<file path="src/rtl/frontend_command_definition_pkg.sv">
// Shared definitions for the frontend command path: opcodes, command word layout,
// dispatcher states and default widths.
package frontend_command_definition_pkg;

    localparam int unsigned DEF_NUM_BANKS       = 8;
    localparam int unsigned DEF_BANK_BITS       = $clog2(DEF_NUM_BANKS);
    localparam int unsigned DEF_ROW_BITS        = 14;
    localparam int unsigned DEF_COL_BITS        = 10;
    localparam int unsigned DEF_ID_BITS         = 4;
    localparam int unsigned DEF_MAX_OUTSTANDING = 8;

    typedef enum logic [1:0] {
        OP_NOP   = 2'd0,
        OP_READ  = 2'd1,
        OP_WRITE = 2'd2,
        OP_RSVD  = 2'd3
    } cmd_op_e;

    // Packed MSB-first, so op lands in the LSBs of the word.
    typedef struct packed {
        logic [DEF_ID_BITS-1:0]   id;
        logic [DEF_COL_BITS-1:0]  col;
        logic [DEF_ROW_BITS-1:0]  row;
        logic [DEF_BANK_BITS-1:0] bank;
        cmd_op_e                  op;
    } frontend_cmd_t;

    typedef enum logic [1:0] {
        S_IDLE        = 2'd0,
        S_ISSUE       = 2'd1,
        S_CREDIT_WAIT = 2'd2
    } disp_state_e;

    function automatic logic op_is_issuable(input cmd_op_e op);
        return (op == OP_READ) || (op == OP_WRITE);
    endfunction

endpackage

</file>
<file path="src/rtl/frontend_cmd_dispatcher_credit_ctr.sv">
// Outstanding-read credit counter: up on read issue, down on read completion,
// sticky underflow flag when a completion arrives with nothing outstanding.
module dispatch_credit_ctr
    import frontend_command_definition_pkg::*;
#(
    parameter  int unsigned MAX_OUTSTANDING = DEF_MAX_OUTSTANDING,
    localparam int unsigned W               = $clog2(MAX_OUTSTANDING + 1)
) (
    input  logic         i_clk,
    input  logic         i_rst,
    input  logic         i_inc,
    input  logic         i_dec,
    output logic [W-1:0] o_cnt,
    output logic         o_underflow
);

    always_ff @(posedge i_clk or posedge i_rst) begin
        if (i_rst) begin
            o_cnt       <= '0;
            o_underflow <= 1'b0;
        end else begin
            if (i_dec && (o_cnt == '0))
                o_underflow <= 1'b1;
            if (i_inc && !i_dec)
                o_cnt <= o_cnt + W'(1);
            else if (i_dec && !i_inc && (o_cnt != '0))
                o_cnt <= o_cnt - W'(1);
        end
    end

endmodule

</file>
<file path="src/rtl/frontend_cmd_dispatcher.sv">
// Routes show-ahead FIFO commands to one-hot bank handshakes, meters reads with credits.
// Optional stall counter output enabled by CMD_DISPATCH_STALL_CNT_EN.
module frontend_cmd_dispatcher
    import frontend_command_definition_pkg::*;
#(
    parameter  int unsigned NUM_BANKS       = DEF_NUM_BANKS,
    parameter  int unsigned ROW_BITS        = DEF_ROW_BITS,
    parameter  int unsigned COL_BITS        = DEF_COL_BITS,
    parameter  int unsigned ID_BITS         = DEF_ID_BITS,
    parameter  int unsigned MAX_OUTSTANDING = DEF_MAX_OUTSTANDING,
    localparam int unsigned BANK_BITS       = $clog2(NUM_BANKS),
    localparam int unsigned CMD_W           = 2 + BANK_BITS + ROW_BITS + COL_BITS + ID_BITS,
    localparam int unsigned CREDIT_W        = $clog2(MAX_OUTSTANDING + 1)
) (
    input  logic                 i_clk,
    input  logic                 i_rst,
    input  logic [CMD_W-1:0]     i_fifo_data,
    input  logic                 i_fifo_empty,
    output logic                 o_fifo_rd_en,
    output logic [NUM_BANKS-1:0] o_bank_valid,
    input  logic [NUM_BANKS-1:0] i_bank_ready,
    output logic [CMD_W-1:0]     o_cmd,
    input  logic                 i_rd_done,
    output logic [CREDIT_W-1:0]  o_credit_cnt,
    output logic [7:0]           o_drop_cnt,
`ifdef CMD_DISPATCH_STALL_CNT_EN
    output logic [15:0]          o_stall_cnt,
`endif
    output logic                 o_err
);

    disp_state_e          state;
    cmd_op_e              head_op;
    logic [BANK_BITS-1:0] head_bank;
    logic                 credit_avail;
    logic                 head_ok;
    logic                 read_blocked;
    logic                 fire;
    logic                 slot_free;
    logic                 pop_issue;
    logic                 pop_drop;
    logic                 credit_inc;

    assign head_op      = cmd_op_e'(i_fifo_data[1:0]);
    assign head_bank    = i_fifo_data[2 +: BANK_BITS];
    // Registered count only: a same-cycle completion does not open a slot.
    assign credit_avail = (o_credit_cnt < CREDIT_W'(MAX_OUTSTANDING));
    assign head_ok      = !i_fifo_empty && ((head_op != OP_READ) || credit_avail);
    assign read_blocked = !i_fifo_empty && (head_op == OP_READ) && !credit_avail;
    assign fire         = |(o_bank_valid & i_bank_ready);
    assign slot_free    = (state == S_IDLE) || fire;
    assign o_fifo_rd_en = slot_free && head_ok;
    assign pop_issue    = o_fifo_rd_en && op_is_issuable(head_op);
    assign pop_drop     = o_fifo_rd_en && !op_is_issuable(head_op);
    assign credit_inc   = o_fifo_rd_en && (head_op == OP_READ);

    always_ff @(posedge i_clk or posedge i_rst) begin
        if (i_rst) begin
            state        <= S_IDLE;
            o_bank_valid <= '0;
            o_cmd        <= '0;
            o_drop_cnt   <= '0;
        end else begin
            if (pop_drop && (o_drop_cnt != 8'hFF))
                o_drop_cnt <= o_drop_cnt + 8'd1;

            case (state)
                S_IDLE, S_ISSUE: begin
                    if (pop_issue) begin
                        state        <= S_ISSUE;
                        o_bank_valid <= NUM_BANKS'(1) << head_bank;
                        o_cmd        <= i_fifo_data;
                    end else if (slot_free) begin
                        o_bank_valid <= '0;
                        state        <= read_blocked ? S_CREDIT_WAIT : S_IDLE;
                    end
                end
                S_CREDIT_WAIT: begin
                    if (i_rd_done || i_fifo_empty)
                        state <= S_IDLE;
                end
                default: begin
                    state        <= S_IDLE;
                    o_bank_valid <= '0;
                end
            endcase
        end
    end

    dispatch_credit_ctr #(
        .MAX_OUTSTANDING(MAX_OUTSTANDING)
    ) u_credit_ctr (
        .i_clk       (i_clk),
        .i_rst       (i_rst),
        .i_inc       (credit_inc),
        .i_dec       (i_rd_done),
        .o_cnt       (o_credit_cnt),
        .o_underflow (o_err)
    );

`ifdef CMD_DISPATCH_STALL_CNT_EN
    always_ff @(posedge i_clk or posedge i_rst) begin
        if (i_rst)
            o_stall_cnt <= '0;
        else if ((|o_bank_valid) && !fire && (o_stall_cnt != 16'hFFFF))
            o_stall_cnt <= o_stall_cnt + 16'd1;
    end
`endif

endmodule

</file>
<file path="config.mk">
export PLATFORM = sky130hd
export DESIGN_NAME = frontend_cmd_dispatcher
export DESIGN_NICKNAME = d
export VERILOG_FILES = /design/src/rtl/frontend_command_definition_pkg.sv /design/src/rtl/frontend_cmd_dispatcher_credit_ctr.sv /design/src/rtl/frontend_cmd_dispatcher.sv
export SDC_FILE = /design/constraint.sdc
export NUM_CORES = 1
export LEC_CHECK = 0
export BUFFER_PORTS_ARGS = -buffer_cell sky130_fd_sc_hd__buf_2
export CELL_PAD_IN_SITES_DETAIL_PLACEMENT = 0
export CELL_PAD_IN_SITES_GLOBAL_PLACEMENT = 1
export CORE_MARGIN = 1.5
export CORE_UTILIZATION = 35
export DETAILED_ROUTE_END_ITERATION = 12
export GPL_TIMING_DRIVEN = 1
export PLACE_DENSITY_LB_ADDON = 0.08
export SLEW_MARGIN = 20
export SYNTH_ARGS = -nofsm -noshare
export SYNTH_HDL_FRONTEND = slang
export SYNTH_SLANG_ARGS = --single-unit
</file>
<file path="constraint.sdc">
create_clock -name i_clk -period 2.8 [get_ports i_clk]
set_clock_uncertainty 0.2 [all_clocks]
set_input_delay 0.28 -clock i_clk [delete_from_list [all_inputs] [get_ports i_clk]]
set_output_delay 0.28 -clock i_clk [all_outputs]
set_load 0.03 [all_outputs]
</file>
==> results of run 1 <==
==> flip-flops by register name, indices dropped and copies added, names as in the netlist <==
| signal | flops |
|---|---|
| o_drop_cnt | 8 |
| o_cmd | 33 |
| state | 2 |
| o_bank_valid | 8 |
| u_credit_ctr.o_underflow | 1 |
| u_credit_ctr.o_cnt | 4 |
==> power by group through the flow <==
stage / registers, mW / logic, mW / clock network [mW]
floorplan: 1.90 / 0.572 / 0
global placement: 1.33 / 1.63 / 0
detailed placement: 1.34 / 1.64 / 0
CTS: 1.32 / 1.67 / 0.479
global route: 1.36 / 1.81 / 0.514
finish: 1.32 / 1.66 / 0.457
==> stage by stage <==
stage	utilization	total power, mW	worst slack [ns]	hold WS [ns]
floorplan	-	2.474	0.2706	0.1461
global placement	0.4625	2.959	0.4419	0.1563
detailed placement	0.4625	2.976	0.3494	0.1573
CTS	0.5248	3.477	0.2208	0.03391
global route	0.5248	3.687	0.1094	0.04487
finish	0.5248	3.431	0.2272	0.04323
==> critical path, delay by kind of cell <==
family	cells	cell delay (ns)
buffers and inverters	2	0.63
AOI/OAI and AO/OA	3	0.46
adders and majority gates	2	0.52
and+or+nand+nor	4	0.67
==> cell usage after synthesis, types with 2 or more instances <==
master,number
inv_1,6
and2_1,2
xnor2_1,6
a21o_1,4
mux2_2,2
a22oi_1,2
o21ai_1,2
dfrtp_1,56
nand4_1,6
and4_1,2
nand2b_1,2
nor2_1,2
and3_1,2
o21ai_0,2
o211ai_1,2
ha_1,4
buf_2,6
nand2_1,96
xor2_1,3
a21oi_1,2
a32o_1,8
==> worst max-delay path by stage <==
stage               slack, ns  cells after the start       startpoint                    end
finish                   0.23                     11   i_fifo_data[0]  u_credit_ctr.o_cnt[3]
global route             0.11                     11   i_fifo_data[0]  u_credit_ctr.o_cnt[3]
CTS                      0.22                     11   i_fifo_data[0]  u_credit_ctr.o_cnt[3]
detailed placement       0.35                      9  o_bank_valid[1]  u_credit_ctr.o_cnt[3]
global placement         0.44                     11   i_fifo_data[1]  u_credit_ctr.o_cnt[3]
floorplan                0.27                      9  o_bank_valid[1]  u_credit_ctr.o_cnt[3]
==> cells by family (layout without fill, tap and decap cells) <==
logic type                 Yosys count  count (layout)  synth area share
xor gates and xnor gates             9               9           0.03285
adders and majority gates            5               5           0.02920
DFF                                 56              56            0.5839
buffers and inverters               14             151           0.02815
muxes                                3               3           0.01356
and+or+nand+nor                    119             119            0.2101
AOI/OAI and AO/OA                   28              28            0.1022
==> cell type report <==
class | count | area, um2
Multi-Input combinational cell | 164 | 935.9
Tap cell | 77 | 96.34
Sequential cell | 56 | 1401
Inverter | 6 | 22.52
Clock inverter | 1 | 7.507
Clock buffer | 7 | 86.33
Timing Repair Buffer | 137 | 858.3
Fill cell | 640 | 3087
==> layer usage <==
layer	share of wire	up-vias	GRT usage
met1	0.48	1016	0.2345
met3	0.055	5	0.03465
met5	0	-	0
li1	-	1057	-
met4	0.010	0	0.04839
met2	0.45	68	0.2570
==> what timing repair did <==
item / in CTS / in global routing
hold endpoints to repair: 53 / 0
hold buffers: 31 / 0
resized for setup: 0 / 0
==> flow_metrics.tcl, run 1 <==
set metrics [dict create \
    final_layout_size_suffix_gt1_frac 0.3235 \
    routed_wl_mm 5.808 \
    clk_pin_slew_ns 0.09 \
    drc 0 \
    yosysSeqAreaShare 0.5839 \
    hold_path_class "input port to register" \
    power_density_nw_per_um2 1007 \
    p_switching_mw 1.583 \
    cp_max_fo 4 \
    cts_max_level 2 \
    vias 2146 \
    cts.sinks 56 \
    hpwl_mm 4.141 \
    antenna_found_initial 0 \
    final_antenna_net_count 0 \
    crit_chain "dlygate4sd3_1 -> buf_2 -> ha_1 -> nor3b_1 -> nand3_1 -> ha_1 -> a21o_1 -> a21oi_1 -> nand2_1 -> nand2_1 -> o211ai_1" \
    min_path_cells 3 \
    netlist-cell-type-count 38 \
    drt_iter0_drc 95 \
    crit_path_start_kind "input port" \
    std_cell_rows 29 \
    crit_path_top_delay_cell "dlygate4sd3_1" \
    postSynth.asyncResetShare 1.000 \
    worstMarginPinSlew_ns 0.5882 \
    die_height_um 85.81 \
    syn_to_final_growth_pct 42.02 \
    syn_avg_cell_area_um2 10.26 \
    hold_viol_final 0 \
    io_pins 100 \
    final_common_cell "buf_2" \
    grt_pass1_wl_mm 9.611 \
    p_seq_frac 0.384 \
    drtPass1Iterations 4 \
    postCtsSetupRepairBufs 0 \
    synth_area_um2 2400 \
    maxCapViolations 0 \
    holdPathEnd "o_cmd[1]" \
    final_cells 448 \
    cp.arrival_ns 2.56 \
    portBuffers 99 \
    comb_power_share 0.483 \
    r2r-end "u_credit_ctr.o_cnt[3]" \
    clock_power_share 0.133 \
    syn_inst 234 \
    gp_congestion 0.7426 \
    placed_area_um2 3004 \
    p_leak_nw 1.842 \
    ys.flop_type "dfrtp_1" \
    ys_seq_elements 56 \
    grt_pass1_vias 2010 \
    grt_usage 0.1654 \
    rsz0062_at_grt "no" \
    final_nets 420 \
    internal_power_mw 1.847 \
    synth_warnings 0 \
    final_cell_area_um2 3408 \
    dieArea_um2 7363 \
    reg2regPathDepth 9 \
    max_stage_delay_ns 0.52 \
    dieWidth_um 85.81 \
    synth_top_area_share 0.5839 \
    swShare 0.4616 \
    via_per_inst 4.790 \
    synth_top_area_cell "dfrtp_1" \
    synth-edff-count 0 \
    diodes 0 \
    setup_violations 0 \
    slew_headroom 0.6052 \
    clk_path_buf_depth 2 \
    clock-root-buffer "clkbuf_8" \
    cts_made_buffers 5 \
    grt_max_degree 30 \
    status "complete, no violations" \
    endpoint_kind "register" \
    initial_core_util 0.3695 \
    cts_tree "done" \
    reg2reg_slack_ns 0.33 \
    post-place-cells 409 \
    core_area_um2 6495 \
    setup_tns_ns 0 \
    grt-ovfl-total 0 \
    final_cell_mix "99 x buf_2, 96 x nand2_1, 56 x dfrtp_1, 31 x dlygate4sd3_1, 8 x a32o_1" \
    fmax_mhz 388.7 \
    final.min_clock_period_ns 2.573 \
    critPathKind "input port to register" \
    vdd_ir_drop_max_mv 0.5692 \
    synth_nets 284 \
    clkLatencyLatePin_ns 0.31 \
    worst_r2r_startpoint "o_bank_valid[1]" \
    wire_per_inst_um 12.96 \
    drv_slew 0 \
    post-route-period-util 0.9189 \
    worstPathRequired_ns 2.79 \
    synthTopCellsByArea "dfrtp_1 58%, nand2_1 15%, a32o_1 3.3%, xnor2_1 2.2%, ha_1 2.1%" \
    min_from "i_fifo_data[1]" \
]
No activity file was read; power rests on OpenSTA's default activity.
==> run 2: changes to the inputs <==
--- a/config.mk
+++ b/config.mk
@@ -13,6 +13,7 @@
 export DETAILED_ROUTE_END_ITERATION = 12
 export GPL_TIMING_DRIVEN = 1
 export PLACE_DENSITY_LB_ADDON = 0.08
+export REMOVE_ABC_BUFFERS = 1
 export SLEW_MARGIN = 20
 export SYNTH_ARGS = -nofsm -noshare
 export SYNTH_HDL_FRONTEND = slang
==> flow_metrics.tcl, run 2 (synthesis gave the netlist of run 1 again) <==
set metrics [dict create \
    status "complete, no violations" \
    maxCapViolations 0 \
    clkLatencyLatePin_ns 0.31 \
    worstMarginPinSlew_ns 0.5942 \
    reg2regPathDepth 9 \
    swShare 0.4652 \
    clock-root-buffer "clkbuf_8" \
    endpoint_kind "register" \
    slew_headroom 0.6012 \
    cp_num_cells 9 \
    grt_max_degree 32 \
    internal_power_mw 1.819 \
    routed_wl_mm 5.809 \
    crit_chain "dlygate4sd3_1 -> buf_2 -> ha_1 -> a21o_1 -> nand2b_1 -> or3_1 -> buf_4 -> nand2_1 -> nand2_1" \
    portBuffers 99 \
    cts_tree "done" \
    drc 0 \
    final_common_cell "buf_2" \
    drv_slew 0 \
    regMostFlops "o_cmd" \
    rsz0062_at_grt "no" \
    core_area_um2 6495 \
    dieArea_um2 7363 \
    setup_violations 0 \
    largest_reg_flops 33 \
    cp.arrival_ns 2.50 \
    cp_max_fo 16 \
    hpwl_mm 4.123 \
    gp_congestion 0.8016 \
    grt_usage 0.1655 \
    p_total_mw 3.401 \
    reg_top3 "o_cmd: 33 flops, o_bank_valid: 8 flops, o_drop_cnt: 8 flops" \
    clk_path_buf_depth 2 \
    comb_power_share 0.488 \
    cp_top_family "buffers and inverters" \
    antenna_found_initial 0 \
    syn_to_final_growth_pct 41.76 \
    wire_per_inst_um 13.02 \
    max_stage_delay_ns 0.54 \
    vias 2139 \
    cts_made_buffers 5 \
    initial_core_util 0.3695 \
    final_nets 419 \
    cts_max_level 2 \
    crit_path_start_kind "input port" \
    die_height_um 85.81 \
    drt_iter0_drc 102 \
    hold_path_class "input port to register" \
    min_path_cells 3 \
    path_common_cell "nand2_1" \
    std_cell_rows 29 \
    power_density_nw_per_um2 999.7 \
    drtPass1Iterations 6 \
    final.min_clock_period_ns 2.502 \
    final_layout_size_suffix_gt1_frac 0.3225 \
    grt_pass1_vias 2114 \
    p_switching_mw 1.582 \
    cts.sinks 56 \
    final_cell_mix "99 x buf_2, 96 x nand2_1, 56 x dfrtp_1, 31 x dlygate4sd3_1, 8 x a32o_1" \
    crit_path_top_delay_cell "dlygate4sd3_1" \
    dieWidth_um 85.81 \
    clock_power_share 0.125 \
    hold_viol_final 0 \
    clk_pin_slew_ns 0.10 \
    p_seq_frac 0.387 \
    p_leak_nw 1.840 \
    final_antenna_net_count 0 \
    io_pins 100 \
    diodes 0 \
    critPathKind "input port to register" \
    vdd_ir_drop_max_mv 0.4544 \
    postCtsSetupRepairBufs 0 \
    grt-ovfl-total 0 \
    grt_pass1_wl_mm 9.680 \
    setup_tns_ns 0 \
    crit_buf_inv 3 \
    n_fill_cell 624 \
    final_util 0.5238 \
    worstPathRequired_ns 2.80 \
    via_per_inst 4.796 \
    post-route-period-util 0.8935 \
    fmax_mhz 399.7 \
]
==> run 2: changes by cell type in the layout (fill, tap and decap cells not counted) <==
cell        previous run  this run
buf_4                  7         5
buf_12                 0         1
clkbuf_8               6         5
clkinv_2               0         1
clkinvlp_4             1         0
nor3b_1                1         0
nor3b_2                0         1
==> run 2: area by class of cell <==
type | instances | area, um2 | share of cell area
repair buffers | 136 | 863.3 | 0.2538
multi-input cells | 164 | 940.9 | 0.2766
well taps | 77 | 96.34 | 0.02832
clock inverters | 1 | 5.005 | 0.001471
clock buffers | 6 | 72.57 | 0.02133
flip-flops and latches | 56 | 1401 | 0.4119
inverters | 6 | 22.52 | 0.006620
==> run 2: final timing paths <==
kind | from | endpoint | slack (ns)
setup / recovery | i_fifo_data[0] | o_cmd[19] | 0.30
hold / removal | i_fifo_data[1] | o_cmd[1] | 0.04
setup reg to reg | o_bank_valid[1] | u_credit_ctr.o_cnt[3] | 0.31
hold reg to reg | u_credit_ctr.o_underflow | u_credit_ctr.o_underflow | 0.27
max in group asynchronous | i_rst | o_cmd[5] | 1.46
min in group asynchronous | i_rst | o_cmd[17] | 0.37
==> run 2: per-stage QoR <==
stage          instances  instance area (um2)  setup WS [ns]  hold slack [ns]
3_3_place_gp         408                 3009         0.4414           0.1783
4_1_cts              446                 3397         0.2590          0.03712
5_1_grt              446                 3402        0.09996          0.04797
2_1_floorplan        226                 2355        -0.4626           0.1461
6_report             446                 3402         0.2981          0.04196
3_5_place_dp         408                 3009         0.4030           0.1762
==> run 2: power by group through the flow <==
| stage | Combinational [mW] | Clock, mW | Sequential (mW) |
|---|---|---|---|
| 2_1_floorplan | 0.536 | 0 | 1.90 |
| 3_3_place_gp | 1.63 | 0 | 1.33 |
| 3_5_place_dp | 1.64 | 0 | 1.34 |
| 4_1_cts | 1.68 | 0.443 | 1.32 |
| 5_1_grt | 1.81 | 0.470 | 1.36 |
| 6_report | 1.66 | 0.424 | 1.32 |
==> run 2: tightest hold or removal path, stage by stage <==
cell and delay, ns:
buf_2 0.10, inv_1 0.07, o21ai_1 0.07
==> run 2: repair_timing <==
| item | 4_1_cts | 5_1_grt |
|---|---|---|
| hold buffers | 31 | 0 |
| resized for setup | 0 | 1 |
| hold endpoints to repair | 55 | 0 |
| endpoints found under the setup margin | 0 | 1 |
==> run 2: per-layer routing <==
layer / wire length [um] / up-vias / GRT usage
met2: 2690 / 70 / 0.2727
met5: 0 / - / 0
met4: 58 / 0 / 0.04399
met3: 332 / 6 / 0.04620
li1: - / 1059 / -
met1: 2728 / 1004 / 0.2156
==> run 3: changes to the inputs <==
--- a/config.mk
+++ b/config.mk
@@ -6,13 +6,13 @@
 export NUM_CORES = 1
 export LEC_CHECK = 0
 export BUFFER_PORTS_ARGS = -buffer_cell sky130_fd_sc_hd__buf_2
-export CELL_PAD_IN_SITES_DETAIL_PLACEMENT = 0
-export CELL_PAD_IN_SITES_GLOBAL_PLACEMENT = 1
+export CELL_PAD_IN_SITES_DETAIL_PLACEMENT = 1
+export CELL_PAD_IN_SITES_GLOBAL_PLACEMENT = 2
 export CORE_MARGIN = 1.5
-export CORE_UTILIZATION = 35
+export CORE_UTILIZATION = 28
 export DETAILED_ROUTE_END_ITERATION = 12
 export GPL_TIMING_DRIVEN = 1
-export PLACE_DENSITY_LB_ADDON = 0.08
+export PLACE_DENSITY = 0.87
 export REMOVE_ABC_BUFFERS = 1
 export SLEW_MARGIN = 20
 export SYNTH_ARGS = -nofsm -noshare
==> flow_metrics.tcl, run 3 (synthesis gave the netlist of run 1 again) <==
set metrics [dict create \
    std_cell_rows 33 \
    core_area_um2 8258 \
    hold_viol_final 44 \
    diodes 0 \
    setup_ws_ns 0.3234 \
    grt_pass1_wl_mm 10.90 \
    vdd_ir_drop_max_mv 0.3034 \
    crit_chain "a222oi_1 -> nand4_1 -> nand3_1 -> ha_1 -> a21o_1 -> a21oi_1 -> nand2_1 -> nand2_1 -> o211ai_1" \
    slew_headroom 0.5069 \
    endpoint_kind "register" \
    fmax_mhz 403.8 \
    grt-ovfl-total 0 \
    status "finished, violations left" \
    p_total_mw 3.427 \
    drtPass1Iterations 5 \
    largest_reg_flops 33 \
    vias 2194 \
    portBuffers 99 \
    dieArea_um2 9136 \
    die_height_um 95.58 \
    hpwl_mm 4.662 \
    grt_max_degree 57 \
    reg2regPathDepth 9 \
    wire_per_inst_um 14.18 \
    crit_path_start_kind "register" \
    cts_max_level 2 \
    grt_pass1_vias 2270 \
    final_antenna_net_count 0 \
    regMostFlops "o_cmd" \
    drt_iter0_drc 54 \
    path_common_cell "nand2_1" \
    r2r-end "u_credit_ctr.o_cnt[3]" \
    grt_usage 0.1524 \
    reg2reg_slack_ns 0.32 \
    crit_path_top_delay_cell "a222oi_1" \
    holdWs_ns -0.008912 \
    cts_made_buffers 5 \
    clk_pin_slew_ns 0.10 \
    postCtsSetupRepairBufs 0 \
    initial_core_util 0.2906 \
    rsz0062_at_grt "no" \
    drc 0 \
    cts_hold_buf 29 \
    setup_violations 0 \
    gp_congestion 0.7487 \
    cp.arrival_ns 2.46 \
    cp_max_fo 4 \
    power_density_nw_per_um2 1008 \
    syn_to_final_growth_pct 41.66 \
    final_layout_size_suffix_gt1_frac 0.3215 \
    final_util 0.4117 \
    drv_slew 0 \
    cts.sinks 56 \
    placed_area_um2 3032 \
    max_stage_delay_ns 0.45 \
    pre_cts_slack_ns 0.3165 \
    antenna_found_initial 0 \
    io_pins 100 \
    clkLatencyLatePin_ns 0.30 \
    worst_r2r_startpoint "o_bank_valid[1]" \
    maxCapViolations 0 \
    violations "hold timing" \
    via_per_inst 4.648 \
    worstPathRequired_ns 2.78 \
    final_cell_mix "99 x buf_2, 96 x nand2_1, 56 x dfrtp_1, 29 x dlygate4sd3_1, 8 x a32o_1" \
    clock-root-buffer "clkbuf_8" \
    reg_top3 "o_cmd: 33 flops, o_bank_valid: 8 flops, o_drop_cnt: 8 flops" \
    routed_wl_mm 6.695 \
    final.min_clock_period_ns 2.477 \
    p_leak_nw 1.826 \
    final_nets 417 \
    final_common_cell "buf_2" \
    post-route-period-util 0.8845 \
    critPathKind "register to register" \
    clk_path_buf_depth 2 \
    cts-resized-gates 0 \
    dieWidth_um 95.58 \
    cts_tree "done" \
    final_cell_area_um2 3400 \
    worstMarginPinSlew_ns 0.7396 \
    hold_path_class "input port to asynchronous set/reset pin" \
]
## run 3: cell types whose count changed in the layout (fill, tap and decap cells not counted), sizes merged
cell         change
dlygate4sd3      -2
## run 3: worst max-delay path by stage
stage	startpoint	to	slack, ns	cells past startpoint
floorplan	o_bank_valid[2]	o_bank_valid[1]	-0.46	5
global placement	o_bank_valid[1]	u_credit_ctr.o_cnt[3]	0.42	9
detailed placement	o_bank_valid[1]	u_credit_ctr.o_cnt[3]	0.32	9
CTS	o_bank_valid[1]	u_credit_ctr.o_cnt[3]	0.29	9
global route	o_bank_valid[1]	u_credit_ctr.o_cnt[3]	0.17	9
finish	o_bank_valid[1]	u_credit_ctr.o_cnt[3]	0.32	9
## run 3: metrics by stage
stage	cells	setup TNS, ns
final	472	0
after global routing	472	0
after CTS	472	0
after detailed placement	436	0
after global placement	436	0
after floorplan	226	-6.629
## run 3: final cells by class
cell class	count	area (um2)
fillers	1001	4858
flip-flops and latches	56	1401
multi-input cells	164	935.9
repair buffers	134	830.8
well taps	105	131.4
clock buffers	6	72.57
inverters	6	22.52
clock inverters	1	5.005
## run 3: layer usage
metal | global-route usage | vias up | share of wire
li1 | - | 1051 | -
met1 | 0.1893 | 1069 | 0.44
met2 | 0.2682 | 67 | 0.49
met3 | 0.03589 | 7 | 0.056
met4 | 0.03064 | 0 | 0.010
met5 | 0 | - | 0
## run 3: critical path, delay by kind of cell (launching register included)
family,cells,cell delay (ns)
compound gates,4,0.93
fa+ha+maj,1,0.26
flops,1,0.40
simple gates,4,0.56
## run 3: where the power goes
group | total [mW] | internal (mW) | leakage [nW] | switching, mW
sequential | 1.33 | 1.11 | 0.713 | 0.224
clock | 0.422 | 0.171 | 0.0410 | 0.251
combinational | 1.67 | 0.534 | 1.07 | 1.14
